<file path="config.mk">
export PLATFORM = sky130hd
export DESIGN_NAME = rggen_apb_master_flat
export DESIGN_NICKNAME = d
export VERILOG_FILES = /design/src/rtl/rggen_apb_master_pkg.sv /design/src/rtl/rggen_apb_master_if.sv /design/src/rtl/rggen_apb_master_timeout_counter.sv /design/src/rtl/rggen_apb_master.sv /design/src/flat_wrapper.sv
export SDC_FILE = /design/constraint.sdc
export NUM_CORES = 1
export LEC_CHECK = 0
export CORE_MARGIN = 1.5
export CORE_UTILIZATION = 39
export DETAILED_ROUTE_END_ITERATION = 10
export PLACE_DENSITY = 0.82
export SLEW_MARGIN = 25
export SYNTH_ARGS = -nofsm -noshare
export SYNTH_HDL_FRONTEND = slang
export SYNTH_HIERARCHICAL = 1
export SYNTH_SLANG_ARGS = --single-unit
</file>
<file path="constraint.sdc">
create_clock -name clk -period 2.4 [get_ports clk]
set_input_delay 0.36 -clock clk [delete_from_list [all_inputs] [get_ports clk]]
set_output_delay 0.36 -clock clk [all_outputs]
set_load 0.02 [all_outputs]
</file>
<file path="src/rtl/rggen_apb_master_pkg.sv">
// Shared types for the APB master: FSM state encoding, response status codes,
// and a helper for sizing the ACCESS-phase wait counter.
package rggen_apb_master_pkg;

  typedef enum logic [1:0] {
    STATE_IDLE     = 2'd0,
    STATE_SETUP    = 2'd1,
    STATE_ACCESS   = 2'd2,
    STATE_RESPONSE = 2'd3
  } state_e;

  typedef enum logic [1:0] {
    STATUS_OKAY    = 2'd0,
    STATUS_SLVERR  = 2'd1,
    STATUS_TIMEOUT = 2'd2
  } status_e;

  // Counter width able to hold values 0..limit (at least one bit).
  function automatic int unsigned count_width(int unsigned limit);
    return (limit == 0) ? 1 : $clog2(limit + 1);
  endfunction

endpackage

</file>
<file path="src/rtl/rggen_apb_master_if.sv">
// APB bus bundle between an initiator (master modport) and a completer
// (slave modport).
//   psel/penable/paddr/pwrite/pwdata/pstrb : initiator -> completer
//   pready/prdata/pslverr                  : completer -> initiator
interface rggen_apb_if #(
  parameter int unsigned ADDRESS_WIDTH = 16,
  parameter int unsigned DATA_WIDTH    = 32
);
  localparam int unsigned STRB_WIDTH = DATA_WIDTH / 8;

  logic                     psel;
  logic                     penable;
  logic [ADDRESS_WIDTH-1:0] paddr;
  logic                     pwrite;
  logic [DATA_WIDTH-1:0]    pwdata;
  logic [STRB_WIDTH-1:0]    pstrb;
  logic                     pready;
  logic [DATA_WIDTH-1:0]    prdata;
  logic                     pslverr;

  modport master (
    output psel, penable, paddr, pwrite, pwdata, pstrb,
    input  pready, prdata, pslverr
  );

  modport slave (
    input  psel, penable, paddr, pwrite, pwdata, pstrb,
    output pready, prdata, pslverr
  );
endinterface

</file>
<file path="src/rtl/rggen_apb_master_timeout_counter.sv">
// Counts consecutive ACCESS cycles without pready and flags when the limit is
// reached. The count saturates; TIMEOUT_CYCLES = 0 disables the feature.
//   clk, rst  : clock, synchronous active-high reset
//   clear     : zero the count (held while not in ACCESS)
//   enable    : ACCESS cycle with pready low
//   expired_c : this enabled cycle is the TIMEOUT_CYCLES-th one in a row
module rggen_apb_master_timeout_counter
  import rggen_apb_master_pkg::*;
#(
  parameter int unsigned TIMEOUT_CYCLES = 0
) (
  input  logic clk,
  input  logic rst,
  input  logic clear,
  input  logic enable,
  output logic expired_c
);
  localparam int unsigned COUNT_WIDTH = count_width(TIMEOUT_CYCLES);

  logic [COUNT_WIDTH-1:0] count;

  if (TIMEOUT_CYCLES == 0) begin : g_disabled
    logic unused_inputs;
    assign count         = '0;
    assign expired_c     = 1'b0;
    assign unused_inputs = ^{clk, rst, clear, enable, count};
  end else begin : g_enabled
    localparam logic [COUNT_WIDTH-1:0] LIMIT = COUNT_WIDTH'(TIMEOUT_CYCLES);

    // Saturating count of stalled ACCESS cycles.
    always_ff @(posedge clk) begin
      if (rst || clear) begin
        count <= '0;
      end else if (enable && (count != LIMIT)) begin
        count <= count + COUNT_WIDTH'(1);
      end
    end

    // count holds the stalls seen before this cycle, so this cycle is the last
    // one allowed; a pready now clears enable and wins over the timeout.
    assign expired_c = enable && (count >= (LIMIT - COUNT_WIDTH'(1)));
  end

endmodule

</file>
<file path="src/rtl/rggen_apb_master.sv">
// Command/response front end driving a single APB initiator port.
//   clk, rst          : clock, synchronous active-high reset
//   i_cmd_*/o_cmd_ready : command channel (valid/ready)
//   o_rsp_*/i_rsp_ready : response channel (valid/ready), status OKAY/SLVERR/TIMEOUT
//   apb_if            : APB initiator (master modport)
module rggen_apb_master
  import rggen_apb_master_pkg::*;
#(
  parameter int unsigned ADDRESS_WIDTH  = 16,
  parameter int unsigned DATA_WIDTH     = 32,
  parameter int unsigned TIMEOUT_CYCLES = 0
) (
  input  logic                       clk,
  input  logic                       rst,
  input  logic                       i_cmd_valid,
  output logic                       o_cmd_ready,
  input  logic                       i_cmd_write,
  input  logic [ADDRESS_WIDTH-1:0]   i_cmd_address,
  input  logic [DATA_WIDTH-1:0]      i_cmd_write_data,
  input  logic [DATA_WIDTH/8-1:0]    i_cmd_strobe,
  output logic                       o_rsp_valid,
  input  logic                       i_rsp_ready,
  output logic [DATA_WIDTH-1:0]      o_rsp_read_data,
  output logic [1:0]                 o_rsp_status,
  rggen_apb_if.master                apb_if
);
  localparam int unsigned STRB_WIDTH = DATA_WIDTH / 8;

  state_e state;
  logic   timeout_clear_c;
  logic   timeout_enable_c;
  logic   timeout_expired_c;

  assign timeout_clear_c  = (state != STATE_ACCESS);
  assign timeout_enable_c = (state == STATE_ACCESS) && !apb_if.pready;

  rggen_apb_master_timeout_counter #(
    .TIMEOUT_CYCLES (TIMEOUT_CYCLES)
  ) u_timeout_counter (
    .clk       (clk),
    .rst       (rst),
    .clear     (timeout_clear_c),
    .enable    (timeout_enable_c),
    .expired_c (timeout_expired_c)
  );

  // Transfer FSM; the APB request fields double as the command holding
  // registers, so they stay put outside SETUP/ACCESS.
  always_ff @(posedge clk) begin
    if (rst) begin
      state           <= STATE_IDLE;
      o_cmd_ready     <= 1'b0;
      o_rsp_valid     <= 1'b0;
      o_rsp_read_data <= '0;
      o_rsp_status    <= STATUS_OKAY;
      apb_if.psel     <= 1'b0;
      apb_if.penable  <= 1'b0;
      apb_if.paddr    <= '0;
      apb_if.pwrite   <= 1'b0;
      apb_if.pwdata   <= '0;
      apb_if.pstrb    <= '0;
    end else begin
      case (state)
        STATE_IDLE: begin
          if (o_cmd_ready && i_cmd_valid) begin
            state          <= STATE_SETUP;
            o_cmd_ready    <= 1'b0;
            apb_if.psel    <= 1'b1;
            apb_if.penable <= 1'b0;
            apb_if.paddr   <= i_cmd_address;
            apb_if.pwrite  <= i_cmd_write;
            apb_if.pwdata  <= i_cmd_write_data;
            // Reads never carry byte strobes.
            apb_if.pstrb   <= i_cmd_write ? i_cmd_strobe : STRB_WIDTH'(0);
          end else begin
            o_cmd_ready <= 1'b1;
          end
        end

        STATE_SETUP: begin
          state          <= STATE_ACCESS;
          apb_if.penable <= 1'b1;
        end

        STATE_ACCESS: begin
          if (apb_if.pready) begin
            state           <= STATE_RESPONSE;
            apb_if.psel     <= 1'b0;
            apb_if.penable  <= 1'b0;
            o_rsp_valid     <= 1'b1;
            o_rsp_read_data <= apb_if.pwrite ? DATA_WIDTH'(0) : apb_if.prdata;
            o_rsp_status    <= apb_if.pslverr ? STATUS_SLVERR : STATUS_OKAY;
          end else if (timeout_expired_c) begin
            state           <= STATE_RESPONSE;
            apb_if.psel     <= 1'b0;
            apb_if.penable  <= 1'b0;
            o_rsp_valid     <= 1'b1;
            o_rsp_read_data <= '0;
            o_rsp_status    <= STATUS_TIMEOUT;
          end
        end

        STATE_RESPONSE: begin
          if (i_rsp_ready) begin
            state       <= STATE_IDLE;
            o_rsp_valid <= 1'b0;
            o_cmd_ready <= 1'b1;
          end
        end

        default: begin
          state <= STATE_IDLE;
        end
      endcase
    end
  end

endmodule

</file>
<file path="src/flat_wrapper.sv">
// flat-port wrapper written by rule: the top's interface ports become plain ports
module rggen_apb_master_flat import rggen_apb_master_pkg::*;
#(
  parameter int unsigned ADDRESS_WIDTH  = 16,
  parameter int unsigned DATA_WIDTH     = 32,
  parameter int unsigned TIMEOUT_CYCLES = 0
)
  (clk, rst, i_cmd_valid, o_cmd_ready, i_cmd_write, i_cmd_address, i_cmd_write_data, i_cmd_strobe, o_rsp_valid, i_rsp_ready, o_rsp_read_data, o_rsp_status, apb_if_psel, apb_if_penable, apb_if_paddr, apb_if_pwrite, apb_if_pwdata, apb_if_pstrb, apb_if_pready, apb_if_prdata, apb_if_pslverr);
  rggen_apb_if #(.ADDRESS_WIDTH(ADDRESS_WIDTH), .DATA_WIDTH(DATA_WIDTH)) apb_if_i ();
  input  logic clk;
  input  logic rst;
  input  logic i_cmd_valid;
  output logic o_cmd_ready;
  input  logic i_cmd_write;
  input  logic [ADDRESS_WIDTH-1:0] i_cmd_address;
  input  logic [DATA_WIDTH-1:0] i_cmd_write_data;
  input  logic [DATA_WIDTH/8-1:0] i_cmd_strobe;
  output logic o_rsp_valid;
  input  logic i_rsp_ready;
  output logic [DATA_WIDTH-1:0] o_rsp_read_data;
  output logic [1:0] o_rsp_status;
  output wire logic [$bits(apb_if_i.psel)-1:0] apb_if_psel;
  output wire logic [$bits(apb_if_i.penable)-1:0] apb_if_penable;
  output wire logic [$bits(apb_if_i.paddr)-1:0] apb_if_paddr;
  output wire logic [$bits(apb_if_i.pwrite)-1:0] apb_if_pwrite;
  output wire logic [$bits(apb_if_i.pwdata)-1:0] apb_if_pwdata;
  output wire logic [$bits(apb_if_i.pstrb)-1:0] apb_if_pstrb;
  input wire logic [$bits(apb_if_i.pready)-1:0] apb_if_pready;
  input wire logic [$bits(apb_if_i.prdata)-1:0] apb_if_prdata;
  input wire logic [$bits(apb_if_i.pslverr)-1:0] apb_if_pslverr;
  assign apb_if_psel = apb_if_i.psel;
  assign apb_if_penable = apb_if_i.penable;
  assign apb_if_paddr = apb_if_i.paddr;
  assign apb_if_pwrite = apb_if_i.pwrite;
  assign apb_if_pwdata = apb_if_i.pwdata;
  assign apb_if_pstrb = apb_if_i.pstrb;
  assign apb_if_i.pready = apb_if_pready;
  assign apb_if_i.prdata = apb_if_prdata;
  assign apb_if_i.pslverr = apb_if_pslverr;
  rggen_apb_master #(.ADDRESS_WIDTH(ADDRESS_WIDTH), .DATA_WIDTH(DATA_WIDTH), .TIMEOUT_CYCLES(TIMEOUT_CYCLES)) u_core (.clk(clk), .rst(rst), .i_cmd_valid(i_cmd_valid), .o_cmd_ready(o_cmd_ready), .i_cmd_write(i_cmd_write), .i_cmd_address(i_cmd_address), .i_cmd_write_data(i_cmd_write_data), .i_cmd_strobe(i_cmd_strobe), .o_rsp_valid(o_rsp_valid), .i_rsp_ready(i_rsp_ready), .o_rsp_read_data(o_rsp_read_data), .o_rsp_status(o_rsp_status), .apb_if(apb_if_i));
endmodule
</file>
### Word-level counts from Yosys, hierarchy flattened

Cells that the tools add are included.

| storage, ports and cells | value |
|---|---|
| bits in registers | 93 |
| output and inout port bits | 91 |
| word-level logic and storage cells | 48 |

| operators by class | value |
|---|---|
| reduce and logical (&&, ||, !) cells | 13 |
| eq/ne operators | 6 |
| mux-type cells | 18 |

Operator list:

| kind | count |
|---|---|
| 32-bit 2-to-1 mux | 1 |
| 3-bit AND reduction | 4 |
| 1-bit 2-to-1 mux | 8 |
| 2-bit one-hot mux with 4 select lines | 1 |
| 2-bit 2-to-1 mux | 3 |
| 1-bit one-hot mux with 2 select lines | 3 |
| 2-bit AND reduction | 3 |
| 2-bit nonzero test | 3 |
| 2-bit == test (second input constant) | 2 |
| 4-bit 2-to-1 mux | 1 |
| 2-bit != test (second input constant) | 2 |
| 1-bit one-hot mux with 3 select lines | 1 |
| 3-bit nonzero test | 1 |
| 2-bit by 1-bit == test with 1-bit output (second input constant) | 1 |
| 2-bit logical NOT | 1 |
| 2-bit by 1-bit != test with 1-bit output (second input constant) | 1 |
| 1-bit logical AND | 1 |

### Longest topological paths before layout

Gate-level depths: netlist (run 1).

| logic depth | value |
|---|---|
| depth in word-level cells | 3 |
| depth in mapped cells | 7 |

### By module

Netlist (run 1), hierarchy kept.

By module, submodules not included:

| module | cells each | area an instance (um2) | times used |
|---|---|---|---|
| rggen_apb_master | 424 | 3443.3 | 1 |
| rggen_apb_master_timeout_counter | 2 | 11.3 | 1 |

### Worst setup path after synthesis (run 1)

Ideal clock, no wire load.

| path | value |
|---|---|
| kind | register -> register |
| from | reg u_core.state[0] |
| to | reg u_core.state[0] |
| stages on the path, launching flop included | 7 |
| clock period less this slack | 1.588 ns |
| arrival | 1.509 ns |
| path slack | 0.812 ns |
| path buffers | 1 |
| library setup time | 0.079 ns |
| required time | 2.321 ns |
| path through | dfxtp_1 -> inv_1 -> ha_1 -> buf_6 -> nor3b_4 -> or3_1 -> a211oi_2 |

| on the way | value |
|---|---|
| word-level cells in the longest chain between the ends | 3 |
| elaborated cells between the ends (all ways) | 9 |
| classes of those cells | eq/ne (6); mux (1); reduce/logical (2) |

Ends and longest elaborated chain:

| what | line | source |
|---|---|---|
| start, declared | rggen_apb_master.sv:29 | `state_e state;` |
| start signal, assigned | rggen_apb_master.sv:51 | `state <= STATE_IDLE;` |
| start signal, assigned | rggen_apb_master.sv:66 | `state <= STATE_SETUP;` |
| start signal, assigned | rggen_apb_master.sv:81 | `state <= STATE_ACCESS;` |
| 2-bit == test or 2-bit logical NOT (tied branches) | rggen_apb_master.sv:63 | `case (state)` |
| 2-bit != test (no line) or 2-bit by 1-bit != test with 1-bit output (tied branches) | -- |  |
| 3-bit AND reduction (no line) | -- |  |

Parallel ways exist; a longest one is shown, timed or not.
A chain may end at the register's enable or synchronous reset.

### Worst setup path after layout (run 1)

| path | value |
|---|---|
| from | reg u_core.state[0] |
| to | reg u_core.apb_if.paddr[1] |

| on the way | value |
|---|---|
| word-level cells in the longest chain between the ends | 2 |

Ends and longest elaborated chain:

| what | line | source |
|---|---|---|
| 2-bit logical NOT | rggen_apb_master.sv:63 |  |
| 2-bit AND reduction (no line) | -- |  |
| end signal, assigned | rggen_apb_master.sv:70 | `apb_if.paddr <= i_cmd_address;` |
| end, declared | rggen_apb_master_if.sv:22 | `output psel, penable, paddr, pwrite, pwdata, pstrb,` |

Every way passes these cells.

==> results of run 1 <==
registers in the layout, indices dropped and copies added (netlist names):
signal,flops
u_core/o_cmd_ready,1
u_core/apb_if.penable,1
u_core/apb_if.pstrb,4
u_core/apb_if.pwdata,32
u_core/state,2
u_core/o_rsp_valid,1
u_core/apb_if.paddr,16
u_core/apb_if.pwrite,1
u_core/o_rsp_read_data,32
u_core/o_rsp_status,2
u_core/apb_if.psel,1
final cells by class:
type	instances	area share (%)
sequential	93	33.7
clock buffer	10	2.31
inverter	4	0.272
clock inverter	6	1.58
tap	108	2.45
multi-input combinational	294	25.7
timing repair buffer	189	34.0
power by group through the flow:
stage          clock, mW  combinational [mW]  sequential (mW)
2_1_floorplan          0               0.676             2.13
3_3_place_gp           0                1.56             1.90
3_5_place_dp           0                1.60             1.91
4_1_cts             1.15                1.61             1.88
5_1_grt             1.21                1.74             1.90
6_report            1.11                1.60             1.87
cell usage in the layout (no fill, tap or decap), drive strengths merged:
| cell type | instances |
|---|---|
| nand3 | 37 |
| clkdlybuf4s50 | 180 |
| and3 | 1 |
| a21boi | 1 |
| mux2 | 1 |
| clkbuf | 10 |
| a21oi | 88 |
| o311ai | 2 |
| ha | 6 |
| inv | 4 |
| a211oi | 2 |
| dfxtp | 93 |
| a32oi | 1 |
| o22ai | 1 |
| clkinvlp | 3 |
| buf | 9 |
| or3 | 2 |
| bufinv | 2 |
| conb | 1 |
| o41ai | 2 |
| o21a | 1 |
| o21ai | 3 |
| mux2i | 1 |
| nand2 | 137 |
| nor2b | 2 |
| clkinv | 1 |
| nor3b | 1 |
| nor4 | 1 |
| nor2 | 3 |
worst min-delay path by stage:
stage          slack [ns]                 startpoint                         to
6_report             0.22                        rst       u_core/apb_if.pwrite
3_3_place_gp         0.44  u_core/o_rsp_read_data[9]  u_core/o_rsp_read_data[9]
3_5_place_dp         0.44     u_core/apb_if.pstrb[2]     u_core/apb_if.pstrb[2]
5_1_grt              0.22                        rst       u_core/apb_if.pwrite
4_1_cts              0.21                        rst       u_core/apb_if.pwrite
2_1_floorplan        0.50           i_cmd_address[0]     u_core/apb_if.paddr[0]
worst reg2reg max path: cells and delay by family (launching register included):
family	cells	cell delay (ns)
fa+ha+maj	1	0.27
flops	1	0.35
compound gates	1	0.06
buf+inv	2	0.52
simple gates	2	0.54
layer usage:
metal,vias up,global-route usage (%),share of wire (%)
li1,1738,-,-
met1,1542,23.8,41
met2,127,35.6,51
met3,13,6.55,7.3
met4,0,5.35,1.2
met5,-,0,0
stage by stage:
stage	hold WS [ns]	setup WS [ns]	total power, mW	cells
after floorplan	0.496	0.812	2.81	425
after global placement	0.437	0.447	3.46	688
after detailed placement	0.443	0.387	3.52	688
after CTS	0.212	0.531	4.63	704
after global routing	0.223	0.355	4.85	704
final	0.224	0.537	4.58	704
==> results.yml, run 1 <==
critical_path:
  worstPathArrival_ns: 2.08
  crit_family: "simple AND/OR/NAND/NOR gates"
  critPathMaxStageDelay_ns: 0.45
  required_ns: 2.61
  crit_chain: "inv_1 > ha_1 > nand3_2 > buf_12 > nand2_1 > a21oi_1"
  crit_path_end_kind: "flip-flop"
  cp_max_fo: 33
  cp_num_cells: 6
  r2r_slack_ns: 0.54
  r2r_end: "u_core/apb_if.paddr[1]"
  start_kind: "flip-flop"
  startpoint: "u_core/state[0]"
  critPathSlowestCell: "nand3_2"
  timing.critical_path.buf_inv: 2
  reg2regPathDepth: 6
  crit_type: "flip-flop to flip-flop"
  crit_path_end: "u_core/apb_if.paddr[1]"
  r2r_start: "u_core/state[0]"
synth:
  synth_cells: 425
  syn-cell-area_um2: 3450
  synth_warnings: 6
  post_synth.cell_area_avg_um2: 8.12
  syn_nets: 522
flow_run:
  drv_cap: 0
pwr:
  p_switching_mw: 1.53
  combinationalPowerShare_pct: 34.9
  peakVddDrop_v: 0.000502
  clkPwrFrac_pct: 24.2
  power.share.sequential_pct: 40.9
  leakage_nw: 1.89
  powerDensity_nw_per_um2: 829
  p_int_mw: 3.05
  p_sw_share_pct: 33.4
cts:
  cts.repair.resized: 0
  path_clk_slew_ns: 0.09
  tritoncts: "done"
  htreeDepth: 3
  clk_path_buf_depth: 2
  ctsHoldBuffers: 0
  clk_latency_ns: 0.34
  cts.sinks: 93
  numCtsBuffers: 9
  clockRootBuffer: "clkbuf_8"
  cts_setup_buffers: 0
floorplanning:
  rows: 34
  io_pins: 182
  coreArea_um2: 8640
  die_area_um2: 9420
  die_h_um: 97.1
  die_w_um: 97.1
  initial_core_util_pct: 40.0
timing:
  setup_viol: 0
  setup_tns_ns: 0
  final.period_utilization_pct: 77.6
  fmax_mhz: 537
  rsz0062_at_grt: "false"
  slew_headroom_pct: 62.1
  hold_viol: 0
  period_minus_slack_ns: 1.86
  slew_viol_final: 0
  worst_pin_slew_ns: 0.568
  fin_skew_ns: 0.0123
layout:
  fillers: 745
  final_core_util_pct: 64.0
  nets: 688
  regArea_um2: 1860
  final_area_um2: 5530
  multi_input_area_um2: 1420
  diodes: 0
  area_growth_pct: 60.2
  drive_above_1_share_pct: 5.20
global_route:
  grt_pass1_wl_um: 15800
  grt_usage_pct: 20.3
  first_global_vias: 3329
  antenna_found_initial: 0
  grt_remaining_overflow: 0
  grt_max_degree: 55
route:
  dr.pass1.iters: 4
  num_vias: 3420
  routed_wl_um: 9640
  vias_per_cell: 4.86
  drtIter0Drc: 67
  wire_per_inst_um: 13.7
  drc_errors: 0
  detail-route-antenna-nets: 0
placed_design:
  dp_hpwl_um: 6990
  dpl_cell_area_um2: 5310
  portBuffers: 181
  gp_congestion: 0.791
worst_hold_path:
  hold_depth: 2
  min_path_type: "input pin to flip-flop"
run_status:
  status: "finished clean"
Power figures use the tool's default switching activity.
==> run 2: changes to the inputs <==
--- a/config.mk
+++ b/config.mk
@@ -6,9 +6,9 @@
 export NUM_CORES = 1
 export LEC_CHECK = 0
 export CORE_MARGIN = 1.5
-export CORE_UTILIZATION = 39
+export CORE_UTILIZATION = 35
 export DETAILED_ROUTE_END_ITERATION = 10
-export PLACE_DENSITY = 0.82
+export PLACE_DENSITY = 0.77
 export SLEW_MARGIN = 25
 export SYNTH_ARGS = -nofsm -noshare
 export SYNTH_HDL_FRONTEND = slang
==> constraint.sdc (replaced) <==
create_clock -name clk -period 1.5 [get_ports clk]
set_input_delay 0.225 -clock clk [delete_from_list [all_inputs] [get_ports clk]]
set_output_delay 0.225 -clock clk [all_outputs]
set_load 0.02 [all_outputs]
==> results.yml, run 2 (synthesized netlist as in run 1, its figures left out) <==
floorplanning:
  coreArea_um2: 9680
  io_pins: 182
  die_area_um2: 10500
  die_h_um: 102
  rows: 36
  initial_core_util_pct: 35.6
  die_w_um: 102
critical_path:
  required_ns: 1.76
  crit_chain: "buf_4 > ha_1 > nor2b_1 > or3_1 > a211oi_2"
  crit_family: "simple AND/OR/NAND/NOR gates"
  crit_type: "flip-flop to flip-flop"
  critPathSlowestCell: "or3_1"
  cp_max_fo: 3
  critPathMaxStageDelay_ns: 0.39
  worstPathArrival_ns: 1.77
  timing.critical_path.buf_inv: 1
  start_kind: "flip-flop"
  crit_path_end_kind: "flip-flop"
pwr:
  combinationalPowerShare_pct: 37.9
  p_switching_mw: 2.70
  p_int_mw: 5.20
  p_sw_share_pct: 34.1
  peakVddDrop_v: 0.000752
  power.share.sequential_pct: 37.8
  powerDensity_nw_per_um2: 1360
  leakage_nw: 2.48
  clkPwrFrac_pct: 24.2
timing:
  hold_viol: 0
  fmax_mhz: 666
  slew_viol_final: 0
  fin_skew_ns: 0.0122
  whs_ns: 0.305
  setup_tns_ns: -0.00174
  worst_slack_ns: -0.00174
  worst_pin_slew_ns: 0.508
  rsz0062_at_grt: "true"
  slew_headroom_pct: 66.2
  final.period_utilization_pct: 100
  setup_viol: 1
  period_minus_slack_ns: 1.50
layout:
  nets: 706
  drive_above_1_share_pct: 9.45
  final_cell_mix: "137 x nand2_1, 92 x dfxtp_1, 91 x dlygate4sd2_1"
  area_growth_pct: 68.1
  final_area_um2: 5800
  final_core_util_pct: 59.9
  final_common_cell: "nand2_1"
  diodes: 0
  top_regs: "u_core/apb_if.pwdata: 32 flops, u_core/o_rsp_read_data: 32 flops, u_core/apb_if.paddr: 16 flops"
placed_design:
  portBuffers: 181
  dp_hpwl_um: 7030
  gp_congestion: 0.866
  dpl_cell_area_um2: 5520
cts:
  cts_setup_buffers: 0
  clk_latency_ns: 0.35
  tritoncts: "done"
  htreeDepth: 3
  cts.sinks: 93
  numCtsBuffers: 9
  clockRootBuffer: "clkbuf_8"
  clk_path_buf_depth: 2
  ctsHoldBuffers: 0
  path_clk_slew_ns: 0.09
route:
  drtIter0Drc: 102
  dr.pass1.iters: 4
  routed_wl_um: 10700
  num_vias: 3571
  drc_errors: 0
  detail-route-antenna-nets: 0
  vias_per_cell: 4.78
  wire_per_inst_um: 14.4
global_route:
  first_global_vias: 3371
  grt_remaining_overflow: 0
  grt_usage_pct: 18.7
  grt_max_degree: 47
  grt_pass1_wl_um: 15600
  antenna_found_initial: 0
run_status:
  status: "complete, but fails checks"
  violations: "negative setup slack"
worst_hold_path:
  min_path_type: "input pin to flip-flop"
flow_run:
  drv_cap: 0
run 2: changes by cell type in the layout (fill, tap and decap cells not counted), sizes merged:
cell and change:
buf +14, clkbuf +5, clkdlybuf4s50 -91, clkinv -1
dlygate4sd2 +91
run 2: through the flow:
step,cells,total power [mW],worst slack [ns]
2_1_floorplan,425,4.50,0.0121
4_1_cts,742,7.66,0.00364
6_report,747,7.89,-0.00174
3_5_place_dp,726,5.92,-0.145
5_1_grt,747,8.31,-0.0452
3_3_place_gp,726,5.84,-0.0993
run 2: timing repair:
action,in CTS,in global routing
gates cloned,0,5
endpoints found under the setup margin,94,22
gates resized for setup,97,6
run 2: path summary, 6_finish.rpt:
path | start | cells past startpoint | end | slack, ns
max | u_core/state[0] | 5 | u_core/state[0] | -0.002
min reg2reg | u_core/o_rsp_read_data[9] | 2 | u_core/o_rsp_read_data[9] | 0.45
max reg2reg | u_core/state[0] | 5 | u_core/state[0] | -0.002
min | rst | 4 | u_core/apb_if.penable | 0.30
run 2: per-layer routing:
metal	part of all wire (%)	wire [µm]	GRT usage (%)
met3	7.6	817	5.81
met2	50	5360	32.3
met5	0	0	0
met1	41	4390	21.9
met4	1.6	167	6.53
run 2: cell type report:
cell class	count	area [µm²]
Fill cell	896	3880
Timing Repair Buffer	207	2050
Sequential cell	93	1860
Multi-Input combinational cell	294	1470
Tap cell	133	166
Clock buffer	11	151
Clock inverter	5	82.6
Inverter	4	15.0
run 2: worst min-delay path: cells and delay by family:
| kind | cells | cell delay [ns] |
|---|---|---|
| buffers and inverters | 2 | 0.22 |
| and+or+nand+nor | 1 | 0.10 |
| AOI/OAI and AO/OA | 1 | 0.06 |
run 2: power groups by stage:
| stage | Combinational, mW | Sequential [mW] | Clock (mW) |
|---|---|---|---|
| after global placement | 2.81 | 3.03 | 0 |
| after global routing | 3.22 | 3.03 | 2.06 |
| after detailed placement | 2.87 | 3.05 | 0 |
| final | 2.99 | 2.99 | 1.91 |
| after floorplan | 1.08 | 3.42 | 0 |
| after CTS | 2.71 | 2.98 | 1.97 |
==> run 3: changes to the inputs <==
==> constraint.sdc (replaced) <==
create_clock -name clk -period 1.3 [get_ports clk]
set_input_delay 0.195 -clock clk [delete_from_list [all_inputs] [get_ports clk]]
set_output_delay 0.195 -clock clk [all_outputs]
set_load 0.02 [all_outputs]
==> results.yml, run 3 (synthesized netlist as in run 1, its figures left out) <==
timing:
  whs_ns: 0.0963
  slew_viol_final: 0
  setup_viol: 85
  fin_skew_ns: 0.00949
  period_minus_slack_ns: 1.45
  worst_slack_ns: -0.150
  rsz0062_at_grt: "true"
  final.period_utilization_pct: 112
  hold_viol: 0
  fmax_mhz: 690
critical_path:
  worstPathArrival_ns: 1.72
  reg2regPathDepth: 7
  critPathMaxStageDelay_ns: 0.37
  r2r_start: "u_core/state[0]"
  crit_path_end: "u_core/apb_if.paddr[1]"
  start_kind: "flip-flop"
  r2r_end: "u_core/apb_if.paddr[1]"
  cp_num_cells: 7
  required_ns: 1.57
  crit_chain: "inv_4 > ha_4 > and3_4 > buf_12 > clkbuf_16 > nand2_1 > a21oi_1"
  cp_max_fo: 5
  startpoint: "u_core/state[0]"
  crit_family: "flip-flops"
  r2r_slack_ns: -0.15
  timing.critical_path.buf_inv: 3
  crit_type: "flip-flop to flip-flop"
  critPathSlowestCell: "dfxtp_4"
  crit_path_end_kind: "flip-flop"
floorplanning:
  io_pins: 182
  die_h_um: 102
  coreArea_um2: 9680
  die_area_um2: 10500
  die_w_um: 102
  rows: 36
  initial_core_util_pct: 35.6
layout:
  top_regs: "u_core/apb_if.pwdata: 32 flops, u_core/o_rsp_read_data: 32 flops, u_core/apb_if.paddr: 16 flops"
  final_core_util_pct: 68.8
  stdcell_count: 769
  drive_above_1_share_pct: 29.9
  final_common_cell: "nand2_1"
  final_cell_mix: "99 x nand2_1, 90 x dfxtp_1, 88 x clkdlybuf4s50_1"
  area_growth_pct: 93.1
  diodes: 0
  nets: 729
cts:
  ctsHoldBuffers: 0
  path_clk_slew_ns: 0.08
  numCtsBuffers: 9
  cts.sinks: 93
  clk_latency_ns: 0.35
  htreeDepth: 3
  clockRootBuffer: "clkbuf_8"
  clk_path_buf_depth: 2
  tritoncts: "done"
run_status:
  violations: "negative setup slack"
  status: "complete, but fails checks"
route:
  drtIter0Drc: 164
  detail-route-antenna-nets: 0
  dr.pass1.iters: 5
  routed_wl_um: 12900
  drc_errors: 0
  num_vias: 3884
  wire_per_inst_um: 16.8
  vias_per_cell: 5.05
global_route:
  grt_remaining_overflow: 0
  first_global_vias: 3530
  antenna_found_initial: 0
  grt_pass1_wl_um: 16000
  grt_max_degree: 54
  grt_usage_pct: 19.4
worst_hold_path:
  min_path_type: "input pin to flip-flop"
placed_design:
  dp.cells: 725
  gp_congestion: 0.779
  portBuffers: 181
  dp_hpwl_um: 7160
  pre_cts_ws_ns: -0.337
pwr:
  powerDensity_nw_per_um2: 1540
  peakVddDrop_v: 0.000772
  finalPower_mw: 10.3
  leakage_nw: 2.80
flow_run:
  drv_cap: 0
==> run 3: where the power goes <==
part / internal, mW / switching (mW) / leakage [nW]
clock network: 1.04 / 0.975 / 0.110
logic: 2.32 / 2.41 / 1.93
registers: 3.26 / 0.261 / 0.756
==> run 3: worst min path at each step <==
stage / depth (start not counted) / end / slack (ns) / from
floorplan: 2 / u_core/apb_if.paddr[0] / 0.33 / i_cmd_address[0]
global placement: 2 / u_core/o_rsp_read_data[10] / 0.44 / u_core/o_rsp_read_data[10]
detailed placement: 2 / u_core/apb_if.pstrb[3] / 0.44 / u_core/apb_if.pstrb[3]
CTS: 2 / u_core/o_rsp_valid / 0.09 / rst
global route: 2 / u_core/o_rsp_valid / 0.08 / rst
finish: 2 / u_core/o_rsp_valid / 0.1 / rst
==> run 3: cell type report <==
cell class              instances  area (µm²)
inverters                       4        20.0
clock buffers                  11         163
multi-input cells             294        1950
flip-flops and latches         93        1870
clock inverters                 4        45.0
well taps                     133         166
fillers                       750        3020
repair buffers                230        2450
==> run 3: through the flow <==
stage                     cell area, µm²  setup TNS, ns
after floorplan                     3490         -0.289
after global placement              5540         -15.28
after detailed placement            5540         -17.72
after CTS                           5820          -3.11
after global routing                6660         -11.27
final                               6660          -6.01
==> run 3: repair_timing <==
action / CTS / global route
setup endpoints to repair: 178 / 96
gates resized for setup: 111 / 131
cloned: 2 / 17
hold endpoints to repair: 0 / 0
pin swaps: 9 / 41
setup buffers: 5 / 7
==> run 3: layer usage <==
layer  vias up  share of wire (%)  track usage, %
met3        24                8.5            6.50
li1       1826                  -               -
met2       182                 50            33.8
met4         0                2.1            8.85
met1      1852                 39            21.3
met5         -                  0               0
